**src/rtl/mem_port_arbiter.sv**
```systemverilog
// Two-requester (fetch / load-store) arbiter onto one req/gnt/rvalid memory port.
// Tracks response ownership in an in-order owner FIFO and routes rvalid back.
module mem_port_arbiter #(
  parameter int MAX_OUTSTANDING = 2,
  parameter int STARVE_LIMIT    = 4
) (
  input  logic        clk_i,
  input  logic        rst_ni,
  input  logic        instr_req_i,
  input  logic [31:0] instr_addr_i,
  output logic        instr_gnt_o,
  output logic        instr_rvld_o,
  output logic [31:0] instr_rdata_o,
  output logic        instr_err_o,
  input  logic        data_req_i,
  input  logic [31:0] data_addr_i,
  input  logic        data_we_i,
  input  logic [3:0]  data_be_i,
  input  logic [31:0] data_wdata_i,
  output logic        data_gnt_o,
  output logic        data_rvalid_o,
  output logic [31:0] data_rdata_o,
  output logic        data_err_o,
  output logic        mem_req_o,
  output logic [31:0] mem_addr_o,
  output logic        mem_we_o,
  output logic [3:0]  mem_be_o,
  output logic [31:0] mem_wdata_o,
  input  logic        mem_gnt_i,
  input  logic        mem_rvalid_i,
  input  logic [31:0] mem_rdata_i,
  input  logic        mem_err_i,
  output logic        proto_err_o
);

  localparam logic [1:0] ARB    = 2'd0;
  localparam logic [1:0] LOCK_I = 2'd1;
  localparam logic [1:0] LOCK_D = 2'd2;

  localparam logic [3:0] STARVE_MAX = 4'(STARVE_LIMIT);
  localparam logic [2:0] FIFO_DEPTH = 3'(MAX_OUTSTANDING);
  localparam logic [1:0] PTR_LAST   = 2'(MAX_OUTSTANDING - 1);

  logic [1:0] state_q, state_d;
  logic [3:0] starve_q, starve_d;
  logic [2:0] count_q, count_d;
  logic [1:0] wr_ptr_q, wr_ptr_d;
  logic [1:0] rd_ptr_q, rd_ptr_d;
  logic [3:0] owner_q, owner_d;
  logic       proto_err_q, proto_err_d;

  logic sel_valid, sel_data;
  logic fifo_empty, fifo_full;
  logic push, pop, spurious, mem_req, head_owner;

  always_comb begin
    sel_valid = 1'b0;
    sel_data  = 1'b0;
    case (state_q)
      LOCK_I: sel_valid = 1'b1;
      LOCK_D: begin
        sel_valid = 1'b1;
        sel_data  = 1'b1;
      end
      default: begin
        if (data_req_i && !(starve_q == STARVE_MAX && instr_req_i)) begin
          sel_valid = 1'b1;
          sel_data  = 1'b1;
        end else if (instr_req_i) begin
          sel_valid = 1'b1;
        end
      end
    endcase
  end

  assign fifo_empty = (count_q == 3'd0);
  assign fifo_full  = (count_q == FIFO_DEPTH);
  // count is held at zero during reset, so pop and the rvalid routing are quiet then too
  assign pop        = mem_rvalid_i & ~fifo_empty;
  assign spurious   = mem_rvalid_i & fifo_empty;
  assign mem_req    = rst_ni & sel_valid & (~fifo_full | pop);
  assign push       = mem_req & mem_gnt_i;
  assign head_owner = owner_q[rd_ptr_q];

  assign mem_req_o   = mem_req;
  assign mem_addr_o  = sel_data ? data_addr_i  : instr_addr_i;
  assign mem_we_o    = sel_data & data_we_i;
  assign mem_be_o    = sel_data ? data_be_i    : 4'hF;
  assign mem_wdata_o = sel_data ? data_wdata_i : 32'h0;

  assign instr_gnt_o   = push & ~sel_data;
  assign data_gnt_o    = push & sel_data;
  assign instr_rvld_o  = pop & ~head_owner;
  assign data_rvalid_o = pop & head_owner;
  assign instr_err_o   = instr_rvld_o & mem_err_i;
  assign data_err_o    = data_rvalid_o & mem_err_i;
  assign instr_rdata_o = mem_rdata_i;
  assign data_rdata_o  = mem_rdata_i;
  assign proto_err_o   = proto_err_q;

  always_comb begin
    state_d = state_q;
    if (mem_req) state_d = mem_gnt_i ? ARB : (sel_data ? LOCK_D : LOCK_I);
  end

  always_comb begin
    starve_d = 4'd0;
    if (instr_req_i && !instr_gnt_o)
      starve_d = (starve_q == STARVE_MAX) ? starve_q : starve_q + 4'd1;
  end

  always_comb begin
    owner_d  = owner_q;
    wr_ptr_d = wr_ptr_q;
    rd_ptr_d = rd_ptr_q;
    count_d  = count_q;
    if (push) begin
      owner_d[wr_ptr_q] = sel_data;
      wr_ptr_d = (wr_ptr_q == PTR_LAST) ? 2'd0 : wr_ptr_q + 2'd1;
    end
    if (pop) rd_ptr_d = (rd_ptr_q == PTR_LAST) ? 2'd0 : rd_ptr_q + 2'd1;
    case ({push, pop})
      2'b10:   count_d = count_q + 3'd1;
      2'b01:   count_d = count_q - 3'd1;
      default: count_d = count_q;
    endcase
  end

  assign proto_err_d = proto_err_q | spurious;

  always_ff @(posedge clk_i or negedge rst_ni) begin
    if (!rst_ni) begin
      state_q     <= ARB;
      starve_q    <= 4'd0;
      count_q     <= 3'd0;
      wr_ptr_q    <= 2'd0;
      rd_ptr_q    <= 2'd0;
      owner_q     <= 4'd0;
      proto_err_q <= 1'b0;
    end else begin
      state_q     <= state_d;
      starve_q    <= starve_d;
      count_q     <= count_d;
      wr_ptr_q    <= wr_ptr_d;
      rd_ptr_q    <= rd_ptr_d;
      owner_q     <= owner_d;
      proto_err_q <= proto_err_d;
    end
  end

endmodule

```
**config.mk**
```make
export PLATFORM = sky130hd
export DESIGN_NAME = mem_port_arbiter
export DESIGN_NICKNAME = d
export VERILOG_FILES = /design/src/rtl/mem_port_arbiter.sv
export SDC_FILE = /design/constraint.sdc
export NUM_CORES = 1
export LEC_CHECK = 0
export BUFFER_PORTS_ARGS = -buffer_cell sky130_fd_sc_hd__buf_2
export CORE_AREA = 4 4 108 110
export CTS_CLUSTER_SIZE = 40
export DETAILED_ROUTE_END_ITERATION = 10
export DIE_AREA = 0 0 112 114
export PLACE_DENSITY_LB_ADDON = 0.15
export SKIP_LAST_GASP = 1
export SYNTH_ARGS = -nofsm -noshare
export SYNTH_HDL_FRONTEND = slang
export SYNTH_SLANG_ARGS = --single-unit
export TNS_END_PERCENT = 30
```
**constraint.sdc**
```tcl
create_clock -name clk_i -period 3.3 [get_ports clk_i]
set_input_delay 0.165 -clock clk_i [delete_from_list [all_inputs] [get_ports clk_i]]
set_output_delay 0.165 -clock clk_i [all_outputs]
set_load 0.05 [all_outputs]
```
**Word level (Yosys, flattened, before mapping)**

Cells that the tools add are included.

- Bits in writable memories: 0
- Bits in read-only memories: 0
- Flip-flop bits (word level): 18
- Bits of input ports: 140
- Word-level logic and storage cells: 71
- Latch bits: 0
- Output and inout bits: 141
- Memories: 0

- Eq/ne operators: 9
- Add/sub/neg operators: 5
- Shifts and indexed selects: 0
- $mul: 0
- $lt $le $gt $ge: 3
- Divide/modulo/power cells: 0
- Reduce and logical (&&, ||, !) cells: 9
- Muxes and demuxes: 20
- Bitwise logic cells: 18

Operators with widths:

| operator | number |
|---|---|
| $mux 32 | 2 |
| $and 1x1->1 | 12 |
| $mux 4 | 3 |
| $eq 2x1->1 const B | 4 |
| $mux 2 | 4 |
| $lt 2x3->1 const B | 2 |
| $mux 1 | 6 |
| $pmux 3 s2 | 1 |
| $add 2x1->2 const B | 2 |
| $add 4x1->4 const B | 1 |
| $bwmux 4 | 1 |
| $eq 2x2->1 const B | 2 |
| $eq 4x3->1 const B | 1 |
| $logic_and 1x1->1 | 4 |
| $not 1->1 | 4 |
| $add 3x1->3 const B | 1 |
| $eq 3x2->1 const B | 1 |
| $logic_not 3->1 | 1 |
| $sub 3x1->3 const B | 1 |
| $bmux 1 s2 | 1 |
| $demux 1 s2 | 1 |
| $ge 2x1->1 const B | 1 |
| $logic_not 1->1 | 2 |
| $ne 2x2->1 const B | 1 |
| other kinds (4) | 5 |

**Depth between registers and ports, before layout**

Gate-level depths: netlist (run 1).

- Depth in word-level cells: 13
- Mapped depth: 11
- Mapped depth without buffers: 10

**Worst setup path after synthesis (run 1)**

No wires, ideal clock.

- Path kind: flip-flop to flip-flop
- Start point: reg state_q[1]
- End point: reg count_q[2]
- Stages on the path, launching flop included: 11
- Clock period less this slack: 2.311 ns
- Path buffers: 1
- Arrival: 2.232 ns
- Slack: 0.989 ns
- Data required time: 3.221 ns
- Library setup time: 0.079 ns
- Cells stage by stage: dfrtp_1 > ha_1 > nor3b_1 > nand4bb_1 > buf_6 > ha_1 > inv_1 > fa_1 > xor2_1 > nor2_1 > xor2_1

- Longest elaborated chain between the ends: 8
- Elaborated cells between the ends (all ways): 11
- Those cells by class: eq/ne (4); mux (2); bitwise (3); reduce/logical (2)

Ends and longest elaborated chain:

| element | RTL line | RTL |
|---|---|---|
| from (decl) | 44 | `logic [1:0] state_q, state_d;` |
| from (signal assigned) | 141 | `state_q <= state_d;` |
| $eq 2x2->1 or $eq 2x1->1 (tied branches) | 59 | `case (state_q)` |
| $reduce_or 2->1 (no line) (*) | - |  |
| $mux 1 (*) | 59 |  |
| $and 1x1->1 (*) (2 in a row) | 81 | `assign mem_req = rst_ni & sel_valid & (~fifo_full \| pop);` |
| $and 1x1->1 (*) | 82 | `assign push = mem_req & mem_gnt_i;` |
| $eq 2x1->1 or $eq 2x2->1 (tied branches) | 122 | `case ({push, pop})` |
| $pmux 3 s2 or $reduce_bool 2->1 (tied branches) | - |  |
| to (signal assigned) | 143 | `count_q <= count_d;` |
| to (decl) | 46 | `logic [2:0] count_q, count_d;` |

Mark *: on every way between the ends. The rest lies on a longest branch, timed or not.
A chain may end at the register's enable or synchronous reset.

**Worst setup path after layout (run 1)**

- Start point: reg starve_q[0]
- End point: out mem_addr_o[7]

- Longest elaborated chain between the ends: 7

Ends and longest elaborated chain:

| element | RTL line | RTL |
|---|---|---|
| from (decl) | 45 | `logic [3:0] starve_q, starve_d;` |
| from (signal assigned) | 142 | `starve_q <= starve_d;` |
| $eq 4x3->1 | 66 | `if (data_req_i && !(starve_q == STARVE_MAX && instr_req_i)) begin` |
| $logic_and 1x1->1 | 66 |  |
| $logic_not 1->1 | 66 |  |
| $logic_and 1x1->1 | 66 |  |
| $mux 1 | 66 |  |
| $pmux 1 s2 | 59 |  |
| $mux 32 | 86 | `assign mem_addr_o = sel_data ? data_addr_i : instr_addr_i;` |
| to (decl) | 25 | `output logic [31:0] mem_addr_o,` |

No other way between the ends.

==> results.md, run 1 <==
Run status:
- The run finished with clean final reports.

Setup path:
- The arrival time of data at the critical path endpoint is 2.44 ns.
- STA classifies the critical path startpoint as a flip-flop.
- The largest driver fanout on the critical path is 40.
- The worst setup path is captured at an output port.
- The critical path is of the reg -> out type.
- The data required time of the worst path is 3.13 ns.

Job:
- Max-cap violations in this run came to 0.

Clock network:
- The number of instances resized during post-cts repair is 0.
- In this run the deepest clock path goes through 2 buffers.
- The number of buffers inserted by post-CTS setup repair is 0.
- The clock insertion delay at the later pin of the skew report is 0.26 ns.
- TritonCTS built the clock tree.
- The number of clock sinks seen by CTS is 18.
- The cell at the root of the clock tree is sky130_fd_sc_hd__clkbuf_8.
- Clock-pin slew was measured on the worst setup and hold paths at 0.07 ns.
- The number of clock buffers added by TritonCTS is 3.
- CTS built an H-tree with a depth of 1.

Global route:
- The via count of the first global-routing pass is 1,857.
- The pin count of the biggest net entering global routing is 41.
- After global routing the overflow that remains totals 0.
- The initial antenna violation count came to 0.
- The overall global routing resource usage is 9.993%.
- The first global-routing pass estimated 10,290 microns of wire.

Timing:
- The count of final max-slew check failures is 0.
- Setup repair after global routing left no endpoint under its margin.
- At the pin with the least slew margin, the transition time is 0.4668 ns.
- The final hold violation count is 0.
- For this run, the top clock speed supported by timing is 383.4 MHz.
- The tightest slew margin relative to the limit is 68.88%.
- In the finished design, the share of the clock period the worst path needs comes to 79.04%.
- The total negative slack is 0 ns.
- The shortest clock period the worst path allows after layout is 2.608 ns.
- The number of setup violations in the final report is 0.
- The worst clock skew is 0.005575 ns.

Floorplan:
- The die span in x is 112 microns.
- Once the floorplan was initialized, standard cells occupied 19.70% of the core.
- For this design the top-level I/O count stands at 281.
- From bottom edge to top edge, the die measures 114 microns.
- The total core area is 10,700 sq um.
- The floorplan step defined a die boundary enclosing 12,770 sq um.
- The initialized floorplan defines 38 standard-cell rows.

Synthesis:
- In this run the cell area of the synthesized design comes to 2107 sq um.
- The fraction of synthesis flops using an asynchronous set or reset pin is 100.0%.
- The main flop type after synthesis is sky130_fd_sc_hd__dfrtp_1.
- The number of nets in the synthesized netlist is 371.
- The number of synthesized flops with an enable pin is 0.
- After technology mapping, the gate count stands at 226.
- The cell with the most instances after synthesis is sky130_fd_sc_hd__buf_4.
- After synthesis, the most frequently instantiated cells are sky130_fd_sc_hd__buf_4 (64), sky130_fd_sc_hd__and2_1 (34), sky130_fd_sc_hd__dfrtp_1 (18), sky130_fd_sc_hd__mux2_2 (17), sky130_fd_sc_hd__mux2_1 (16).
- The Yosys warning count is 0.
- Yosys mapped the design onto 39 distinct sky130hd cell types.
- The largest total area in the synthesized netlist belongs to sky130_fd_sc_hd__buf_4.
- In this run the biggest area consumer among cell types represents 22.80% of the synthesized area.
- By area the synthesized netlist is led by sky130_fd_sc_hd__buf_4 (23%), sky130_fd_sc_hd__dfrtp_1 (21%), sky130_fd_sc_hd__and2_1 (10%), sky130_fd_sc_hd__mux2_2 (9.1%), sky130_fd_sc_hd__mux2_1 (8.6%).
- Dividing the synthesized area by the synthesized cell count gives 9.323 sq um.
- The flop and latch count out of synthesis is 18.
- Summing the sequential cell areas from Yosys gives 21.38% of the chip area.

Drt:
- The via count of the routed design is 1,870.
- The final wirelength is 7258 microns.
- The routed length per instance is 15.00 microns.
- The starting DRC count in detailed routing is 42.
- Using the TritonRoute via totals, the vias-per-cell ratio works out to 3.864.
- For this run, design rule violations remaining after detail routing come to 0.
- In this run the remaining antenna-violating nets after routing total 0.
- For this run, the detailed router's first-pass iteration total came to 4.

Placement:
- The area after detailed placement is 2704 sq um.
- Detailed placement ended at an HPWL of 6240 microns.
- The count of buffers from port buffering is 184.
- The placer congestion estimate is 0.8020.

Cells and area:
- Once layout is done, the placed cells without fillers occupy 2769 sq um.
- In the final layout, the multi-input gates occupy 1092 sq um.
- Fill cells in the final layout number 1,205.
- Relative to the synthesized area, the layout overhead comes to 31.41%.
- The final layout contains 490 nets.
- The repair_antennas step left the layout with diodes totalling 0.
- The area taken by flip-flops and latches is 450.4 sq um.
- The proportion of layout cells with a drive suffix above 1 is 63.66%.

Min path:
- The type of the tightest min-delay check is in -> reg.

Pwr:
- Dividing total power by cell area gives a power density of 1232 nW/um^2.
- The total leakage power is 1.488 nW.
- Across the VDD grid, the largest voltage drop is 0.0004396 V.
flip-flops by register name, summed over array words and instances (netlist names):
register,cells
proto_err_o,1
rd_ptr_q,2
starve_q,4
owner_q,4
state_q,2
wr_ptr_q,2
count_q,3
area by class of cell:
class	instances	share of cell area, %
multi-input cells	126	39.45
repair buffers	188	34.88
flip-flops and latches	18	16.27
well taps	140	6.326
clock buffers	4	1.988
inverters	8	1.084
kinds of logic (layout without fill, tap and decap cells):
| logic type | count (synthesis) | count (layout) | synth area share (%) |
|---|---|---|---|
| buf+inv | 82 | 200 | 26.78 |
| simple gates | 66 | 66 | 20.84 |
| mux | 38 | 38 | 21.32 |
| flops | 18 | 18 | 21.38 |
| compound gates | 10 | 10 | 3.444 |
| xor+xnor | 7 | 7 | 2.910 |
| fa+ha+maj | 5 | 5 | 3.326 |
per-layer routing:
| metal | vias up | track usage (%) | part of all wire [%] |
|---|---|---|---|
| met4 | 0 | 1.923 | 0.45 |
| met5 | - | 0 | 0 |
| met1 | 848 | 11.99 | 38 |
| met2 | 110 | 16.75 | 49 |
| met3 | 4 | 4.456 | 12 |
| li1 | 908 | - | - |
stage by stage:
step           power [mW]  std cells  utilization [%]  worst slack, ns  hold WS [ns]
2_1_floorplan       2.857        226                -           0.9888       -0.1306
3_3_place_gp        3.266        479            25.27           0.8557        0.2079
3_5_place_dp        3.265        479            25.27           0.8045        0.2016
4_1_cts             3.464        484            25.88           0.6282        0.1391
5_1_grt             3.602        484            25.88           0.5253        0.1519
6_report            3.412        484            25.88           0.6916        0.1429
where the power goes:
group | switching, mW | internal, mW | total [mW] | leakage (nW)
Clock | 0.0789 | 0.106 | 0.185 | 0.0288
Combinational | 2.06 | 0.795 | 2.86 | 1.23
Sequential | 0.0719 | 0.295 | 0.367 | 0.227
worst max-delay path, stage by stage (launching register included):
cell and delay, ns:
sky130_fd_sc_hd__dfrtp_1 0.41, sky130_fd_sc_hd__inv_1 0.06, sky130_fd_sc_hd__ha_1 0.23, sky130_fd_sc_hd__nand3b_4 0.12, sky130_fd_sc_hd__o221a_4 0.50, sky130_fd_sc_hd__buf_12 0.26
sky130_fd_sc_hd__mux2_2 0.37, sky130_fd_sc_hd__buf_2 0.22
layout by cell type, fill, tap and decap left out, drive strengths merged, types with 3 or more instances in the layout:
master | Yosys | routed
and2 | 34 | 34
ha | 4 | 4
nor3b | 3 | 3
clkbuf | 2 | 4
xor2 | 3 | 3
buf | 72 | 187
nor3 | 4 | 4
nor2 | 7 | 7
o21ai | 3 | 3
inv | 8 | 8
nor2b | 3 | 3
dfrtp | 18 | 18
mux2 | 36 | 36
nand2b | 5 | 5
xnor2 | 4 | 4
a21oi | 3 | 3
path summary, 6_finish.rpt:
check / slack, ns / depth (start not counted) / end / startpoint
max: 0.69 / 7 / mem_addr_o[7] / starve_q[0]
min: 0.14 / 2 / proto_err_o / mem_rvalid_i
max reg2reg: 0.80 / 10 / count_q[2] / state_q[1]
min reg2reg: 0.46 / 1 / proto_err_o / proto_err_o
max in group asynchronous: 2.65 / 3 / owner_q[0] / rst_ni
min in group asynchronous: 0.44 / 3 / proto_err_o / rst_ni
what timing repair did:
action | in CTS | in global routing
hold endpoints to repair | 18 | 0
hold buffers | 1 | 0
endpoints found under the setup margin | 0 | 0
(Power assumes the default switching activity.)
==> run 2: changes to the inputs <==
- clock period: 3.3 -> 2.6 ns (I/O delays scaled with it)
==> run 2 against run 1 <==
First-iteration DRC count fell by 40%. Routed wire length rose by 0.23%. Die area did not move. Combinational power rose by 26%.
==> results.md, run 2 (synthesized netlist as in run 1, its figures left out) <==
Clock network:
- The clock buffer count from CTS is 3.
- The number of clock sinks seen by CTS is 18.
- The post-CTS clock slew at the launch and capture registers of the worst setup and hold paths is 0.07 ns.
- TritonCTS built the clock tree.
- The clock insertion delay at the later pin of the skew report is 0.25 ns.
- CTS placed an instance of sky130_fd_sc_hd__clkbuf_8 at the clock tree root.
- The number of H-tree levels is 1.
- Counting along the longest clock path gives a buffer depth of 2.

Timing:
- The actual slew at the worst max-slew pin is 0.4667 ns.
- The shortest clock period the worst path allows after layout is 2.427 ns.
- The tightest slew margin relative to the limit is 68.88%.
- Setup repair after global routing left no endpoint under its margin.
- The final hold violation count is 0.
- Static timing analysis puts the maximum clock frequency at 412.0 MHz.
- After layout, the worst path uses 93.36% of the clock period.
- Setup total negative slack on the finished layout was measured at 0 ns.
- The count of final max-slew check failures was 0.
- The minimum hold slack is 0.1139 ns.
- Setup violations remaining at the end of the flow were counted as 0.
- The worst clock skew is 0.006369 ns.

Placement:
- Port buffering added 184 buffers.
- The wire-length estimate of the detail-placed layout is 6217 microns.
- The number of placed instances, taps included is 479.
- The placer congestion estimate is 0.7704.

Global route:
- Global routing consumed, on the met2 layer, 16.75% of the routing resources.
- The total overflow left after global routing is 0.
- The overall global routing resource usage is 9.884%.
- The first global-routing pass estimated 10,200 microns of wire.
- After global routing, the most crowded layer is met2.
- The via count of the first global-routing pass was 1,825.
- The met1 usage in global routing is 11.64%.
- Global routing used 4.509% of the available met3 tracks.
- The initial antenna violation count came to 0.
- Entering global routing, the biggest net connects 43 pins.

Setup path:
- The arrival time of data at the critical path endpoint is 2.61 ns.
- The worst setup path is launched from a flip-flop.
- The data required time of the worst path is 2.78 ns.
- Of all nets on the critical path, the largest fanout is 4.
- The critical setup path kind is reg -> reg.
- The critical path capture point type is a flip-flop.

Cells and area:
- The share of the core filled with cells in the final layout is 25.77%.
- Relative to the synthesized area, the layout overhead comes to 30.82%.
- In the layout the commonest cells are sky130_fd_sc_hd__buf_2 (184), sky130_fd_sc_hd__and2_1 (34), sky130_fd_sc_hd__dfrtp_1 (18).
- The count of cells in the finished layout, fillers not included, comes to 484.
- After the last flow step, the layout net total stands at 490.
- The antenna diode count is 0.
- The proportion of layout cells with a drive suffix above 1 is 63.66%.
- The commonest non-fill, non-tap cell in the layout is sky130_fd_sc_hd__buf_2.
- The largest registers in the layout are owner_q x4, starve_q x4, count_q x3.

Floorplan:
- In this run the standard cell core region covers 10,700 sq um.
- The number of I/O pins is 281.
- The starting utilization of the core area is 19.70%.
- The y dimension of the die is 114 microns.
- Measured along the x axis, the die boundary spans 112 microns.
- The area of the die is 12,770 sq um.
- The number of rows created at floorplan is 38.

Drt:
- The final layout contains routed wiring with a total length of 7275 microns.
- The starting DRC count in detailed routing is 25.
- After detailed routing, the number of remaining DRC violations is 0.
- In the final routed layout, each cell accounts on average for 15.03 microns.
- Dividing the detail-routed via count by the number of cells gives 3.833.
- The number of nets with antenna violations after routing is 0.
- The pre-antenna-repair detailed-routing pass consisted of 3 iterations.
- The final route contains 1,855 vias.

Pwr:
- The switching power is 2.799 mW.
- The internal power consumption is 1.496 mW.
- The proportion of power drawn by combinational gates is 83.8%.
- For this design the static power due to leakage is 1.484 nW.
- The clock network accounts for 5.4% of the total power.
- The register share of total power is 10.8%.
- The power per cell area is 1558 nW/um^2.
- The worst-case IR drop observed on VDD is 0.0008235 V.
- Net switching is 65.17% of the power.

Min path:
- The type of the tightest min-delay check is in -> reg.

Job:
- The max-capacitance violation count is 0.

Run status:
- The flow ran to the end, and the final reports show no timing, DRC or antenna violations.
-- run 2: repair_timing --
| item | in CTS | in global routing |
|---|---|---|
| resized for setup | 0 | 0 |
| endpoints found under the hold margin | 18 | 0 |
| buffers inserted | 0 | 0 |
| hold buffers | 1 | 0 |
-- run 2: worst max-delay path: stages, from the launching register on --
cell and delay (ns):
sky130_fd_sc_hd__dfrtp_1 0.38, sky130_fd_sc_hd__ha_1 0.34, sky130_fd_sc_hd__nor3b_1 0.37, sky130_fd_sc_hd__nand4bb_1 0.21
sky130_fd_sc_hd__ha_1 0.20, sky130_fd_sc_hd__inv_1 0.06, sky130_fd_sc_hd__fa_1 0.37, sky130_fd_sc_hd__xor2_1 0.15
sky130_fd_sc_hd__nor2_1 0.11, sky130_fd_sc_hd__xor2_1 0.15
-- run 2: power by group through the flow --
stage / combinational [mW] / clock (mW) / sequential, mW
CTS: 3.66 / 0.242 / 0.467
floorplan: 3.15 / 0 / 0.474
global route: 3.79 / 0.251 / 0.481
detailed placement: 3.65 / 0 / 0.469
global placement: 3.64 / 0 / 0.471
finish: 3.60 / 0.232 / 0.464
-- run 2: metal layers --
layer / routed length [microns] / vias to the layer above
met1: 2666 / 842
met3: 869 / 2
li1: - / 907
met2: 3708 / 104
met5: 0 / -
met4: 31 / 0
-- run 2: through the flow --
stage                     power [mW]  worst slack, ns  instance area, sq um
final                          4.295           0.1727                  2756
after global routing           4.526          0.02301                  2756
after CTS                      4.365           0.1766                  2756
after detailed placement       4.115           0.2198                  2691
after global placement         4.109           0.2623                  2691
after floorplan                3.626           0.2888                  2107
-- run 2: cell type report --
class	count	area, sq um
clock buffers	4	55.05
fillers	1207	7941
inverters	8	30.03
multi-input cells	126	1092
flip-flops and latches	18	450.4
well taps	140	175.2
repair buffers	188	953.4
-- run 2: final timing paths --
path	from	to	slack, ns	cells after the start
max	state_q[1]	count_q[2]	0.17	9
min	mem_rvalid_i	proto_err_o	0.11	2
max reg2reg	state_q[1]	count_q[2]	0.17	9
min reg2reg	proto_err_o	proto_err_o	0.46	1
max in group asynchronous	rst_ni	starve_q[1]	1.93	2
min in group asynchronous	rst_ni	wr_ptr_q[0]	0.35	2
